## src/rtl/lfsr_pkg.sv

```systemverilog
// Shared LFSR definitions: FSM encoding, maximal-length XNOR tap masks and
// the lock-up constant that an XNOR LFSR can never leave.
package lfsr_pkg;

  typedef enum logic [1:0] {StIdle, StSeed, StStep, StDeliver} lfsr_state_e;

  localparam int unsigned MaxBits = 32;

  // Bit i set means register bit i (0-based) feeds the XNOR.
  function automatic logic [MaxBits-1:0] lfsr_taps(int unsigned num_bits);
    logic [MaxBits-1:0] mask;
    case (num_bits)
      3:       mask = 32'h0000_0006;
      4:       mask = 32'h0000_000C;
      5:       mask = 32'h0000_0014;
      6:       mask = 32'h0000_0030;
      7:       mask = 32'h0000_0060;
      8:       mask = 32'h0000_00B8;
      9:       mask = 32'h0000_0110;
      10:      mask = 32'h0000_0240;
      11:      mask = 32'h0000_0500;
      12:      mask = 32'h0000_0829;
      13:      mask = 32'h0000_100D;
      14:      mask = 32'h0000_2015;
      15:      mask = 32'h0000_6000;
      16:      mask = 32'h0000_D008;
      17:      mask = 32'h0001_2000;
      18:      mask = 32'h0002_0400;
      19:      mask = 32'h0004_0023;
      20:      mask = 32'h0009_0000;
      21:      mask = 32'h0014_0000;
      22:      mask = 32'h0030_0000;
      23:      mask = 32'h0042_0000;
      24:      mask = 32'h00E1_0000;
      25:      mask = 32'h0120_0000;
      26:      mask = 32'h0200_0023;
      27:      mask = 32'h0400_0013;
      28:      mask = 32'h0900_0000;
      29:      mask = 32'h1400_0000;
      30:      mask = 32'h2000_0029;
      31:      mask = 32'h4800_0000;
      32:      mask = 32'h8020_0003;
      default: mask = '0;
    endcase
    return mask;
  endfunction

  function automatic logic [MaxBits-1:0] lock_up_value(int unsigned num_bits);
    return {MaxBits{1'b1}} >> (MaxBits - num_bits);
  endfunction

endpackage

```

## src/rtl/lfsr_arbiter_core.sv

```systemverilog
// XNOR-feedback shift register; load wins over step. next_o is the value the
// register takes on a step, exposed so the parent can register it early.
module lfsr_arbiter_core
  import lfsr_pkg::*;
#(
  parameter int unsigned NumBits = 16
) (
  input  logic               clk_i,
  input  logic               rst_ni,
  input  logic               step_i,
  input  logic               load_i,
  input  logic [NumBits-1:0] load_data_i,
  output logic [NumBits-1:0] state_o,
  output logic [NumBits-1:0] next_o
);

  localparam logic [NumBits-1:0] Taps = NumBits'(lfsr_taps(NumBits));

  logic [NumBits-1:0] lfsr_q, lfsr_d;

  assign next_o  = {lfsr_q[NumBits-2:0], ~^(lfsr_q & Taps)};
  assign state_o = lfsr_q;

  always_comb begin
    lfsr_d = lfsr_q;
    if (load_i) begin
      lfsr_d = load_data_i;
    end else if (step_i) begin
      lfsr_d = next_o;
    end
  end

  always_ff @(posedge clk_i or negedge rst_ni) begin
    if (!rst_ni) begin
      lfsr_q <= '0;
    end else begin
      lfsr_q <= lfsr_d;
    end
  end

endmodule

```

## src/rtl/lfsr_arbiter.sv

```systemverilog
// Round-robin sharing of one XNOR LFSR: each grant shifts STEPS_PER_GRANT
// times and delivers the word, with seed loading and period-wrap detection.
module lfsr_arbiter
  import lfsr_pkg::*;
#(
  parameter int unsigned NUM_BITS        = 16,
  parameter int unsigned NUM_REQ         = 4,
  parameter int unsigned STEPS_PER_GRANT = 16
) (
  input  logic                i_Clk,
  input  logic                i_Rst_n,
  input  logic [NUM_REQ-1:0]  i_Req,
  output logic [NUM_REQ-1:0]  o_Gnt,
  output logic [NUM_BITS-1:0] o_Data,
  output logic                o_Valid,
  input  logic                i_Seed_DV,
  input  logic [NUM_BITS-1:0] i_Seed_Data,
  output logic                o_Seed_Err,
  output logic                o_Wrap,
  output logic                o_Busy
);

  localparam int unsigned IdxW  = $clog2(NUM_REQ);
  localparam int unsigned IdxW1 = IdxW + 1;
  localparam int unsigned CntW  = $clog2(STEPS_PER_GRANT + 1);
  localparam logic [NUM_BITS-1:0] LockUp  = NUM_BITS'(lock_up_value(NUM_BITS));
  localparam logic [CntW-1:0]     LastCnt = CntW'(STEPS_PER_GRANT - 1);
  localparam logic [IdxW-1:0]     LastIdx = IdxW'(NUM_REQ - 1);

  lfsr_state_e         state_q, state_d;
  logic [CntW-1:0]     cnt_q, cnt_d;
  logic [IdxW-1:0]     gnt_idx_q, gnt_idx_d;
  logic [IdxW-1:0]     rr_ptr_q, rr_ptr_d;
  logic [NUM_BITS-1:0] seed_q, seed_d;
  logic [NUM_BITS-1:0] data_q, data_d;
  logic [NUM_REQ-1:0]  gnt_q, gnt_d;
  logic                valid_q, valid_d;
  logic                seed_err_q, seed_err_d;
  logic                wrap_q, wrap_d;
  logic                busy_q, busy_d;

  logic                step, load;
  logic [NUM_BITS-1:0] load_data, lfsr_state, lfsr_next;
  logic [IdxW-1:0]     rr_idx;
  logic [IdxW1-1:0]    cand;

  lfsr_arbiter_core #(
    .NumBits(NUM_BITS)
  ) u_core (
    .clk_i      (i_Clk),
    .rst_ni     (i_Rst_n),
    .step_i     (step),
    .load_i     (load),
    .load_data_i(load_data),
    .state_o    (lfsr_state),
    .next_o     (lfsr_next)
  );

  // Scan from the far end so the nearest requester at/after rr_ptr wins last.
  always_comb begin
    rr_idx = rr_ptr_q;
    cand   = '0;
    for (int k = int'(NUM_REQ) - 1; k >= 0; k--) begin
      cand = {1'b0, rr_ptr_q} + IdxW1'(k);
      if (cand >= IdxW1'(NUM_REQ)) begin
        cand = cand - IdxW1'(NUM_REQ);
      end
      if (i_Req[cand[IdxW-1:0]]) begin
        rr_idx = cand[IdxW-1:0];
      end
    end
  end

  always_comb begin
    state_d    = state_q;
    cnt_d      = cnt_q;
    gnt_idx_d  = gnt_idx_q;
    rr_ptr_d   = rr_ptr_q;
    seed_d     = seed_q;
    data_d     = data_q;
    valid_d    = 1'b0;
    gnt_d      = '0;
    seed_err_d = 1'b0;
    step       = 1'b0;
    load       = 1'b0;
    load_data  = i_Seed_Data;

    unique case (state_q)
      StIdle: begin
        if (i_Seed_DV) begin
          state_d = StSeed;
          load    = 1'b1;
          if (i_Seed_Data == LockUp) begin
            load_data  = '0;
            seed_err_d = 1'b1;
          end
          seed_d = load_data;
        end else if (|i_Req) begin
          gnt_idx_d = rr_idx;
          cnt_d     = '0;
          state_d   = StStep;
        end
      end
      StSeed: state_d = StIdle;
      StStep: begin
        step  = 1'b1;
        cnt_d = cnt_q + 1'b1;
        // Outputs are registered, so capture the final shift result here.
        if (cnt_q == LastCnt) begin
          state_d           = StDeliver;
          data_d            = lfsr_next;
          valid_d           = 1'b1;
          gnt_d[gnt_idx_q]  = 1'b1;
        end
      end
      StDeliver: begin
        rr_ptr_d = (gnt_idx_q == LastIdx) ? '0 : gnt_idx_q + 1'b1;
        state_d  = StIdle;
      end
      default: state_d = StIdle;
    endcase

    wrap_d = step && (lfsr_next == seed_q);
    busy_d = (state_d != StIdle);
  end

  always_ff @(posedge i_Clk or negedge i_Rst_n) begin
    if (!i_Rst_n) begin
      state_q    <= StIdle;
      cnt_q      <= '0;
      gnt_idx_q  <= '0;
      rr_ptr_q   <= '0;
      seed_q     <= '0;
      data_q     <= '0;
      gnt_q      <= '0;
      valid_q    <= 1'b0;
      seed_err_q <= 1'b0;
      wrap_q     <= 1'b0;
      busy_q     <= 1'b0;
    end else begin
      state_q    <= state_d;
      cnt_q      <= cnt_d;
      gnt_idx_q  <= gnt_idx_d;
      rr_ptr_q   <= rr_ptr_d;
      seed_q     <= seed_d;
      data_q     <= data_d;
      gnt_q      <= gnt_d;
      valid_q    <= valid_d;
      seed_err_q <= seed_err_d;
      wrap_q     <= wrap_d;
      busy_q     <= busy_d;
    end
  end

  assign o_Gnt      = gnt_q;
  assign o_Data     = data_q;
  assign o_Valid    = valid_q;
  assign o_Seed_Err = seed_err_q;
  assign o_Wrap     = wrap_q;
  assign o_Busy     = busy_q;

endmodule
```

## config.mk

```make
export PLATFORM = sky130hd
export DESIGN_NAME = lfsr_arbiter
export DESIGN_NICKNAME = d
export VERILOG_FILES = /design/src/rtl/lfsr_pkg.sv /design/src/rtl/lfsr_arbiter_core.sv /design/src/rtl/lfsr_arbiter.sv
export SDC_FILE = /design/constraint.sdc
export NUM_CORES = 1
export LEC_CHECK = 0
export ABC_AREA = 1
export BUFFER_PORTS_ARGS = -buffer_cell sky130_fd_sc_hd__buf_2
export CORE_MARGIN = 2
export CORE_UTILIZATION = 50
export CTS_BUF_LIST = sky130_fd_sc_hd__clkbuf_4 sky130_fd_sc_hd__clkbuf_8 sky130_fd_sc_hd__clkbuf_16
export CTS_CLUSTER_DIAMETER = 100
export CTS_CLUSTER_SIZE = 10
export DETAILED_ROUTE_END_ITERATION = 16
export PLACE_DENSITY = 0.78
export SLEW_MARGIN = 20
export SYNTH_ARGS = -nofsm -noshare
export SYNTH_HDL_FRONTEND = slang
export SYNTH_HIERARCHICAL = 1
export SYNTH_SLANG_ARGS = --single-unit
```

## constraint.sdc

```tcl
create_clock -name i_Clk -period 2 [get_ports i_Clk]
set_input_delay 0.1 -clock i_Clk [delete_from_list [all_inputs] [get_ports i_Clk]]
set_output_delay 0.1 -clock i_Clk [all_outputs]
set_load 0.01 [all_outputs]
```

==> results.cfg <==
[synthesis]
syn-num-nets = 468
syn_avg_cell_area_sq_um = 7.82
yosys_warnings = 6
synth_cells = 439
syn_area_sq_um = 3430

[grt]
grt_pass1_wl_um = 13400
grt_pass1_vias = 2917
grt_use_total_pct = 22.9
antenna_found_initial = 0
globalRouteOverflowTotal = 0
grt_start_max_net_pins = 39

[sta]
skew_ps = 7.71
relSlewSlack_pct = 64.2
finalSetupViolCount = 0
finalHoldViolCount = 0
rsz0062_at_grt = false
slew_viol_final = 0
tightest_slew_ps = 536
finalCriticalPeriod_ps = 1780
max_freq_ghz = 0.562
setup_tns_ps = 0
min_period_over_period_pct = 89.0

[clocking]
clockRootBuffer = clkbuf_8
clockBufferDepth = 2
postCtsSetupBuffers = 0
tritoncts = built
cts_buffers = 9
path_clk_slew_ps = 80
cts_sinks = 67
htreeDepth = 3
cts.repair.resized = 0
clkLatencyLatePin_ps = 340

[die]
fp.dieW_um = 86.9
coreArea_sq_um = 6720
start_util_pct = 51.1
io-pin-count = 47
dieHeight_um = 86.9
rows = 30
die_area_sq_um = 7550

[finish]
nNetsFinal = 521
register_area_sq_um = 1680
area_growth_pct = 16.7
final_layout_size_suffix_gt1_share_pct = 19.1
layout_common_cells = 167 x nand2_1, 67 x dfrtp_1, 49 x inv_1
final_common_cell = nand2_1
num_antenna_cells = 0
num-fill-cells = 614
multi_input_area_sq_um = 1470

[setup_path]
worstPathRequired_ps = 2230
r2r_cells = 8
crit_chain = ha_1 > nand2_1 > nor2_1 > ha_1 > nand2_2 > clkinv_1 > nand2_1 > nand2_1
crit_family = simple AND/OR/NAND/NOR gates
path_class = reg2reg
crit_top_cell = nand2_1
cp.buffers_inverters = 1
path_max_fanout = 13
critPathLaunchType = flip-flop
cpPeakStageDelay_ps = 410
end_kind = flip-flop
worstPathArrival_ps = 2010
cp_slowest_cell = dfrtp_1
cp.depth = 8

[placement]
gp_congestion = 0.832
port_buffers = 46
dp_hpwl_um = 5790

[drt]
wl_um = 7800
drtAntennaViolNets = 0
drt_iter0_markers = 224
remaining_drc_errors = 0
viasPerCell = 5.28
firstDrtPassIters = 4
num_vias = 3048
wl_per_cell_um = 13.5

[run]
cap_violations = 0

[power_and_ir_drop]
pwr_density_cell_nw_per_um2 = 1410
leakage_nw = 2.17
vdd_drop_max_uv = 561
finalPower_mw = 5.66

[min_path]
hp-class = in2reg
holdPathStages = 3

[outcome]
run_status = completed
[power breakdown]
group / switching (mW) / total, mW / leakage [nW] / internal [mW]
Combinational: 1.29 / 2.05 / 1.18 / 0.762
Clock: 0.513 / 1.38 / 0.126 / 0.864
Sequential: 0.435 / 2.23 / 0.868 / 1.79
Total: 2.24 / 5.66 / 2.17 / 3.42
[tightest hold or removal path: stages]
cell and delay, ps:
buf_2 120, nand2_1 60, o22ai_1 70
[final timing paths]
path                                 startpoint      endpoint  slack (ps)
worst max-delay path                   cnt_q[0]     o_Data[4]         220
worst min-delay path            i_Seed_Data[11]    seed_q[11]          50
worst max register to register         cnt_q[0]     o_Data[4]         220
worst min register to register        o_Data[9]     o_Data[9]         480
max in group asynchronous               i_Rst_n  gnt_idx_q[1]        1360
min in group asynchronous               i_Rst_n       o_Valid         100
[state kept, by name (all words and copies together), names as in the netlist, 2 cells and up]
signal          cells
state_q             2
o_Data             16
u_core/state_o     16
gnt_idx_q           2
cnt_q               5
o_Gnt               4
rr_ptr_q            2
seed_q             16
[what timing repair did]
action | CTS | global route
hold buffers | 1 | 0
endpoints found under the hold margin | 67 | 0
endpoints found under the setup margin | 0 | 0
[cell type report]
class	count	share of cell area (%)
timing repair buffer	55	7.80
inverter	53	4.96
sequential	67	41.8
multi-input combinational	306	36.7
tap	80	2.50
clock inverter	6	2.81
clock buffer	10	3.43
[stage by stage]
step	hold WS (ps)	area, sq um	cells	setup WS (ps)	util [%]
floorplan	-196	3430	439	456	-
global placement	-71.4	3750	560	319	55.8
detailed placement	-72.3	3750	560	242	55.8
CTS	31.3	4010	577	222	59.7
global route	57.1	4010	577	54.3	59.7
finish	45.3	4010	577	221	59.7
[layer usage]
layer | GRT usage (%) | share of wire [%] | wire, um
met2 | 36.2 | 48 | 3710
met4 | 9.52 | 1.8 | 144
met5 | 0 | 0 | 0
met3 | 4.55 | 5.0 | 387
met1 | 31.1 | 46 | 3560
Note: power is estimated with default switching activity, not from simulation.
